--- config.mk ---
export PLATFORM = sky130hd
export DESIGN_NAME = reservation_station
export DESIGN_NICKNAME = d
export VERILOG_FILES = /design/src/rtl/reservation_station.sv
export SDC_FILE = /design/constraint.sdc
export NUM_CORES = 2
export LEC_CHECK = 0
export CAP_MARGIN = 20
export CORE_MARGIN = 2
export CORE_UTILIZATION = 40
export DETAILED_ROUTE_END_ITERATION = 16
export SLEW_MARGIN = 20
export SYNTH_ARGS = -nofsm -noshare
export SYNTH_HDL_FRONTEND = slang
export SYNTH_SLANG_ARGS = --single-unit
--- constraint.sdc ---
create_clock -name clk -period 12.4 [get_ports clk]
set_input_delay 3.72 -clock clk [delete_from_list [all_inputs] [get_ports clk]]
set_output_delay 3.72 -clock clk [all_outputs]
set_load 0.05 [all_outputs]
--- src/rtl/reservation_station.sv ---
// Collapsing reservation station: buffers decoded instructions, snoops the CDB, issues oldest ready entry.
// Latency: allocate or wakeup -> issuable next cycle; select is combinational from registered state.
// Backpressure: in_ready drops when full (registered state only); issue waits on issue_ready.
module reservation_station #(
  parameter int DEPTH = 4,
  parameter int IW    = 116,
  parameter int TAGW  = 5
) (
  input  logic            clk,
  input  logic            rst_n,
  input  logic            flush,
  input  logic            in_valid,
  input  logic [IW-1:0]   in_inst,
  output logic            in_ready,
  input  logic            cdb_valid,
  input  logic [TAGW-1:0] cdb_tag,
  input  logic [31:0]     cdb_data,
  output logic            issue_valid,
  output logic [IW-1:0]   issue_inst,
  input  logic            issue_ready,
  output logic [3:0]      occupancy
);

  localparam int         MDW     = IW - 85;
  localparam logic [3:0] DEPTH_C = 4'(DEPTH);

  // Applies a CDB broadcast to one instruction; a woken store operand also becomes the store data.
  function automatic logic [IW-1:0] wake(input logic [IW-1:0] e, input logic hit_en,
                                         input logic [TAGW-1:0] tag, input logic [31:0] data);
    logic [IW-1:0] r;
    r = e;
    if (hit_en && !e[5] && e[6 +: TAGW] == tag) begin
      r[37:6] = data;
      r[5]    = 1'b1;
    end
    if (hit_en && !e[38] && e[39 +: TAGW] == tag) begin
      r[70:39] = data;
      r[38]    = 1'b1;
      if (e[77]) r[IW-1:85] = data[MDW-1:0];
    end
    return r;
  endfunction

  logic [IW-1:0]    ent [DEPTH];
  logic [IW-1:0]    wk  [DEPTH];
  logic [IW-1:0]    nxt [DEPTH];
  logic [3:0]       occ;
  logic [3:0]       sel;
  logic [3:0]       aidx;
  logic [3:0]       occ_n;
  logic [DEPTH-1:0] rdy;
  logic             do_iss;
  logic             do_alloc;

  assign occupancy = occ;
  assign in_ready  = occ < DEPTH_C;
  assign do_iss    = issue_valid & issue_ready;
  assign do_alloc  = in_valid & in_ready;

  // Scan from the top so the lowest (oldest) ready slot wins.
  always_comb begin
    sel         = '0;
    rdy         = '0;
    issue_inst  = ent[0];
    for (int i = DEPTH - 1; i >= 0; i--) begin
      rdy[i] = (4'(i) < occ) && ent[i][5] && ent[i][38];
      if (rdy[i]) begin
        sel        = 4'(i);
        issue_inst = ent[i];
      end
    end
    issue_valid = |rdy;
  end

  always_comb begin
    aidx  = occ - {3'b000, do_iss};
    occ_n = occ + {3'b000, do_alloc} - {3'b000, do_iss};
    for (int i = 0; i < DEPTH; i++) begin
      wk[i]  = wake(ent[i], cdb_valid, cdb_tag, cdb_data);
      nxt[i] = wk[i];
    end
    if (do_iss) begin
      for (int i = 0; i < DEPTH - 1; i++) begin
        if (4'(i) >= sel) nxt[i] = wk[i+1];
      end
    end
    // The new entry lands after the collapse, so it is always the youngest.
    if (do_alloc) begin
      for (int i = 0; i < DEPTH; i++) begin
        if (4'(i) == aidx) nxt[i] = wake(in_inst, cdb_valid, cdb_tag, cdb_data);
      end
    end
  end

  always_ff @(posedge clk or negedge rst_n) begin
    if (!rst_n) begin
      occ <= '0;
      for (int i = 0; i < DEPTH; i++) ent[i] <= '0;
    end else if (flush) begin
      occ <= '0;
    end else begin
      occ <= occ_n;
      for (int i = 0; i < DEPTH; i++) ent[i] <= nxt[i];
    end
  end

endmodule
Yosys cells after proc, flatten, opt, wreduce, memory -nomap -nowiden
Index checks and enable logic that the tools add are counted.
{ "totals": {"output_inout_bits": 122, "inputBits": 159, "mem_bits_rw": 0, "regBits": 468, "n_memories": 0, "romBits": 0, "latchBits": 0} }
{ "op_classes": {"n_mux": 38, "n_shift": 0, "n_lt_le_gt_ge": 8, "multipliers": 0, "n_bitwise": 3, "add_sub_neg": 3, "n_reduce_logical": 41, "eq_ne": 13, "n_div": 0} }
{ "ops": {"columns": ["operator", "count"], "rows": [
  ["2-to-1 mux 116 bit", 11],
  ["2-to-1 mux 464 bit", 1],
  ["2-to-1 mux 348 bit", 1],
  ["2-to-1 mux 33 bit", 10],
  ["2-to-1 mux 31 bit", 10],
  ["== test 5 bit", 10],
  ["logical AND 1 bit", 28],
  ["2-to-1 mux 4 bit", 4],
  ["logical NOT 1 bit", 10],
  ["== test 2 x 4 -> 1 bit, first input constant", 2],
  [">= comparator 1 x 4 -> 1 bit, first input constant", 2],
  ["< comparator 1 x 4 -> 1 bit, first input constant", 2],
  ["< comparator 2 x 4 -> 1 bit, first input constant", 2],
  ["subtractor 4 x 1 -> 4 bit", 2],
  ["adder 4 x 1 -> 4 bit", 1],
  ["== test 1 x 4 -> 1 bit, first input constant", 1],
  [">= comparator 2 x 4 -> 1 bit, first input constant", 1],
  ["logical NOT 4 bit", 1],
  ["< comparator 4 x 3 -> 1 bit, second input constant", 1],
  ["OR reduction 4 bit", 1],
  ["AND reduction 3 bit", 1],
  ["AND 1 bit", 2],
  ["2-to-1 mux 2 bit", 1],
  ["NOT 1 bit", 1]
]} }

Depth between registers and ports, before layout
{ "logic_depth": {"ltp_word": 12, "mapped_depth": 20, "mapped_depth_nobuf": 14} }

Worst setup path after synthesis
Ideal clock, no wire load.
{ "synth_timing": {"path_type": "register to output", "start": "register occ[2], in the netlist occupancy[2]", "end": "output port issue_inst[10]", "required_ns": 8.680, "t_arrival_ns": 3.237, "path_slack_ns": 5.443, "path_stages_with_launch": 11, "n_path_buf": 3, "cell_sequence": "dfrtp_1 > inv_1 > ha_1 > nor2b_1 > or2_2 > clkbuf_1 > and3_1 > clkbuf_1 > clkbuf_1 > a222oi_1 > nand2_1"} }
{ "synth_between": {"elab_chain_len": 7} }
{ "synth_lines": {"columns": ["item", "line", "rtl"], "rows": [
  ["start, declared", "47", "logic [3:0] occ;"],
  ["start signal, assigned", "102", "occ <= occ_n;"],
  ["< comparator 2 x 4 -> 1 bit", "66", "rdy[i] = (4'(i) < occ) && ent[i][5] && ent[i][38];"],
  ["logical AND 1 bit (2 in a row)", "66", null],
  ["2-to-1 mux 116 bit (3 in a row)", "67", "if (rdy[i]) begin"],
  ["2-to-1 mux 116 bit (*)", "67", null],
  ["end, declared", "19", "output logic [IW-1:0] issue_inst,"]
]} }
Mark *: on every way between the ends. The rest lies on a longest branch, timed or not.

Worst setup path after layout
{ "layout_timing": {"start": "register occ[2], in the netlist occupancy[2]", "end": "output port issue_inst[50]"} }
The elaborated chain is that of the path after synthesis.

==> metrics.md <==
| Metric | Value |
|---|---|
| Skew final | between 30 and 40 ps |
| Clk sinks | approximately 470 |
| Worst VDD drop | roughly 0.00027 V |
| NetSw | around 5 mW |
| Setup crit end | issue_inst[50] |
| Syn Inst Count | around 3300 |
| Crit path DAT | around 5200 ps |
| Post-route DRC | 0 |
| Cts repair resizes | 0 |
| Die area | a little under 80000 µm² |
| Synth area leader | dfrtp_1 |
| First-pass GRT wire length | 196000 µm |
| DR WL met3 | about 14000 µm |
| Metal2 WL | approximately 60000 µm |
| Multi-input combinational cell area | about 17000 µm² |
| Crit path max fanout | 63 |
| Post-DR vias/cell | 7.08 |
| Unrepaired setup endpoints after global routing | no |
| Setup Fix Bufs, Post-CTS | 0 |
| CTS Buffer Depth | 3 |
| Htree depth | 2 |
| Max_slew headroom | between 20% and 30% |
| Ranking of synthesized cells by area | dfrtp_1 39%, o221ai_1 6.4%, nand2_1 6.1% |
| # nets final | ~3500 |
| Synthesized net count | 3502 |
| DR WL/cell | ~30 µm |
| Most numerous cell in the Yosys netlist | nand2_1 |
| Initial Util | roughly two fifths |
| P_int | 5.04 mW |
| Wire length on met1 | 50900 µm |
| Number of DRC markers in iteration 0 | 4559 |
| Core area | 74300 µm² |
| Fin util | 47.3% |
| Worst setup path category | reg2out |
| # setup viols final | 0 |
| Clk slew on worst S/H paths | ~60 ps |
| Leak Pwr | 14.2 nW |
| Topmost layer with routed signal wires | met5 |
| Hpwl dp | around 75000 µm |
| Worst R2R End | ent[266] |
| Max Cap Violations | 0 |
| Unique cell type count in the Yosys netlist | 66 |
| Status | finished clean |
| Final min period | roughly 9000 ps |
| Clk pwr share | between 10% and 20% |
| F_max | between 100 and 150 MHz |
| Port buffer count | 280 |
| Clock Latency Late Sink | ~650 ps |
| Total gr overflow | 0 |
| Placed cell area | roughly 33000 µm² |
| Post-Syn Area per Cell | ~9.0 µm² |
| Combinational fraction of design power | approximately 56% |
| EDFF count, synth | 0 |
| Pwr dens | approximately 280 nW/µm² |
| # IOs | between 200 and 300 |
| Data required, critical path | around 8700 ps |
| Worst R2R Setup Slack | 5730 ps |
| Worst Max-Slew Pin Slew | 1160 ps |
| Setup TNS | 0 ps |
| Filler Cell Count | just under 7000 |
| Cells on worst reg2reg path | 16 |
| Warnings from Yosys | 0 |
| Antenna-violating nets left | 0 |
| Initial antenna violation count | 3 |
| Gr usage total | about a third |
| Gpl congestion | 0.952 |
| Num rows | 100 |
| Vias in the first global route | about 31000 |
| Type of the most critical hold path | reg2reg |
| Total CTS buffers | 55 |
| Post-CTS Hold Fix Bufs | 0 |
| R2R Path Start | occupancy[2] |
| Share of the synthesized area in the top cell type | between 30% and 40% |
| Via count | between 30000 and 40000 |
| Slew Limit Fails | 0 |
| Fin worst setup slack | between 3000 and 4000 ps |
| Pre-CTS WS | ~4000 ps |
| Pre-antenna DRT Iters | 9 |
| Drt total wl | between 100000 and 150000 µm |
| CTS tree | built |
| Finished Cell Area | 35200 µm² |
| Commonest cells in the netlist | 483 x nand2_1, 468 x dfrtp_1, 300 x clkbuf_1 |
| Hold Vio Cnt, Final | 0 |
| Hold slack final | approximately 480 ps |
| Area Growth Syn to Fin | 17.4% |
| Sequential share of the synthesized area | 39.1% |
| Sequential share of power | a little over a quarter |
| Startpoint types | register |
| Setup crit end kind | output pin |
| Clk root buf | clkbuf_16 |
| Yosys reg bits | around 470 |
| Fraction of final layout cells sized beyond drive strength 1 | under 10% |
| Most used DFF post-synth | dfrtp_1 |
| Reg area | approximately 12000 µm² |
| Largest net degree at the start of global routing | 170 |
| Async SR Flop Fraction | between 90% and 100% |
| Die X | 278 µm |
| Sw Share | approximately half |
| Crit share post-route | between 70% and 80% |
| Crit. Startpoint | occupancy[2] |
| DIE HEIGHT | ~280 µm |
| Synthesized area | between 20000 and 30000 µm² |
-- layout make-up --
type                       instances  area share [%]
antenna                            2          0.0142
timing repair buffer             347            9.68
sequential                       468            33.3
clock inverter                    11           0.342
tap                              969            3.45
inverter                          13           0.139
clock buffer                      89            4.91
multi-input combinational       2467            48.2
-- stage by stage --
step / total power, mW / instances
after floorplan: 6.32 / 3333
after global placement: 8.07 / 4260
after detailed placement: 8.22 / 4260
after CTS: 9.92 / 4360
after global routing: 10.5 / 4364
final: 10.0 / 4366
-- cell usage in the layout (no fill, tap or decap), types with 28 or more instances in the layout --
cell / n
nor2_1: 172
a211oi_1: 30
mux2_2: 118
xnor2_1: 28
and2_1: 34
o31ai_1: 32
o22a_1: 105
a221o_1: 175
nand2b_1: 38
dfrtp_1: 468
o31a_1: 57
a222oi_1: 34
a22oi_1: 168
o221ai_1: 218
nor3_1: 65
nand2_1: 477
o32a_1: 32
and3_1: 34
o22ai_1: 33
clkbuf_16: 56
o21ai_0: 291
buf_4: 61
mux2i_1: 56
clkdlybuf4s50_1: 278
o211ai_1: 90
-- power groups by stage --
stage | clock network [mW] | logic (mW) | registers [mW]
CTS | 1.71 | 5.51 | 2.70
finish | 1.70 | 5.59 | 2.73
global route | 1.77 | 5.89 | 2.80
detailed placement | 0 | 5.49 | 2.72
floorplan | 0 | 3.75 | 2.57
global placement | 0 | 5.39 | 2.68
-- worst min-delay path by stage --
stage | endpoint | from | cells after the start | slack, ps
floorplan | ent[348] | ent[348] | 2 | 450
global placement | ent[427] | ent[427] | 2 | 460
detailed placement | ent[424] | ent[424] | 2 | 470
CTS | ent[424] | ent[424] | 2 | 480
global route | ent[429] | ent[429] | 2 | 510
finish | ent[424] | ent[424] | 2 | 480
-- critical path, cell delays in order (launching register included) --
cell and delay, ps:
dfrtp_1 430, inv_1 150, ha_1 410, nor2b_1 420, nor2_4 100, o31ai_4 830, buf_4 930, nand2_1 120
nand2_1 240, clkdlybuf4s50_1 890
-- state kept, by name, indices dropped and copies added, names as in the netlist --
signal	flops
occupancy	4
ent	464
-- layer usage --
metal | vias up | GRT usage (%)
met5 | - | 0
met4 | 2 | 18.0
met3 | 421 | 7.25
met2 | 2153 | 50.6
met1 | 15376 | 42.6
li1 | 12978 | -
-- cells by family after synthesis --
kind of cell	Yosys count	synth area share, %
adders and majority gates	10	0.443
DFF	468	39.1
buffers and inverters	398	5.35
muxes	174	6.31
xor gates and xnor gates	52	1.52
and+or+nand+nor	892	13.0
AOI/OAI and AO/OA	1339	34.3
Power figures use the tool's default switching activity.
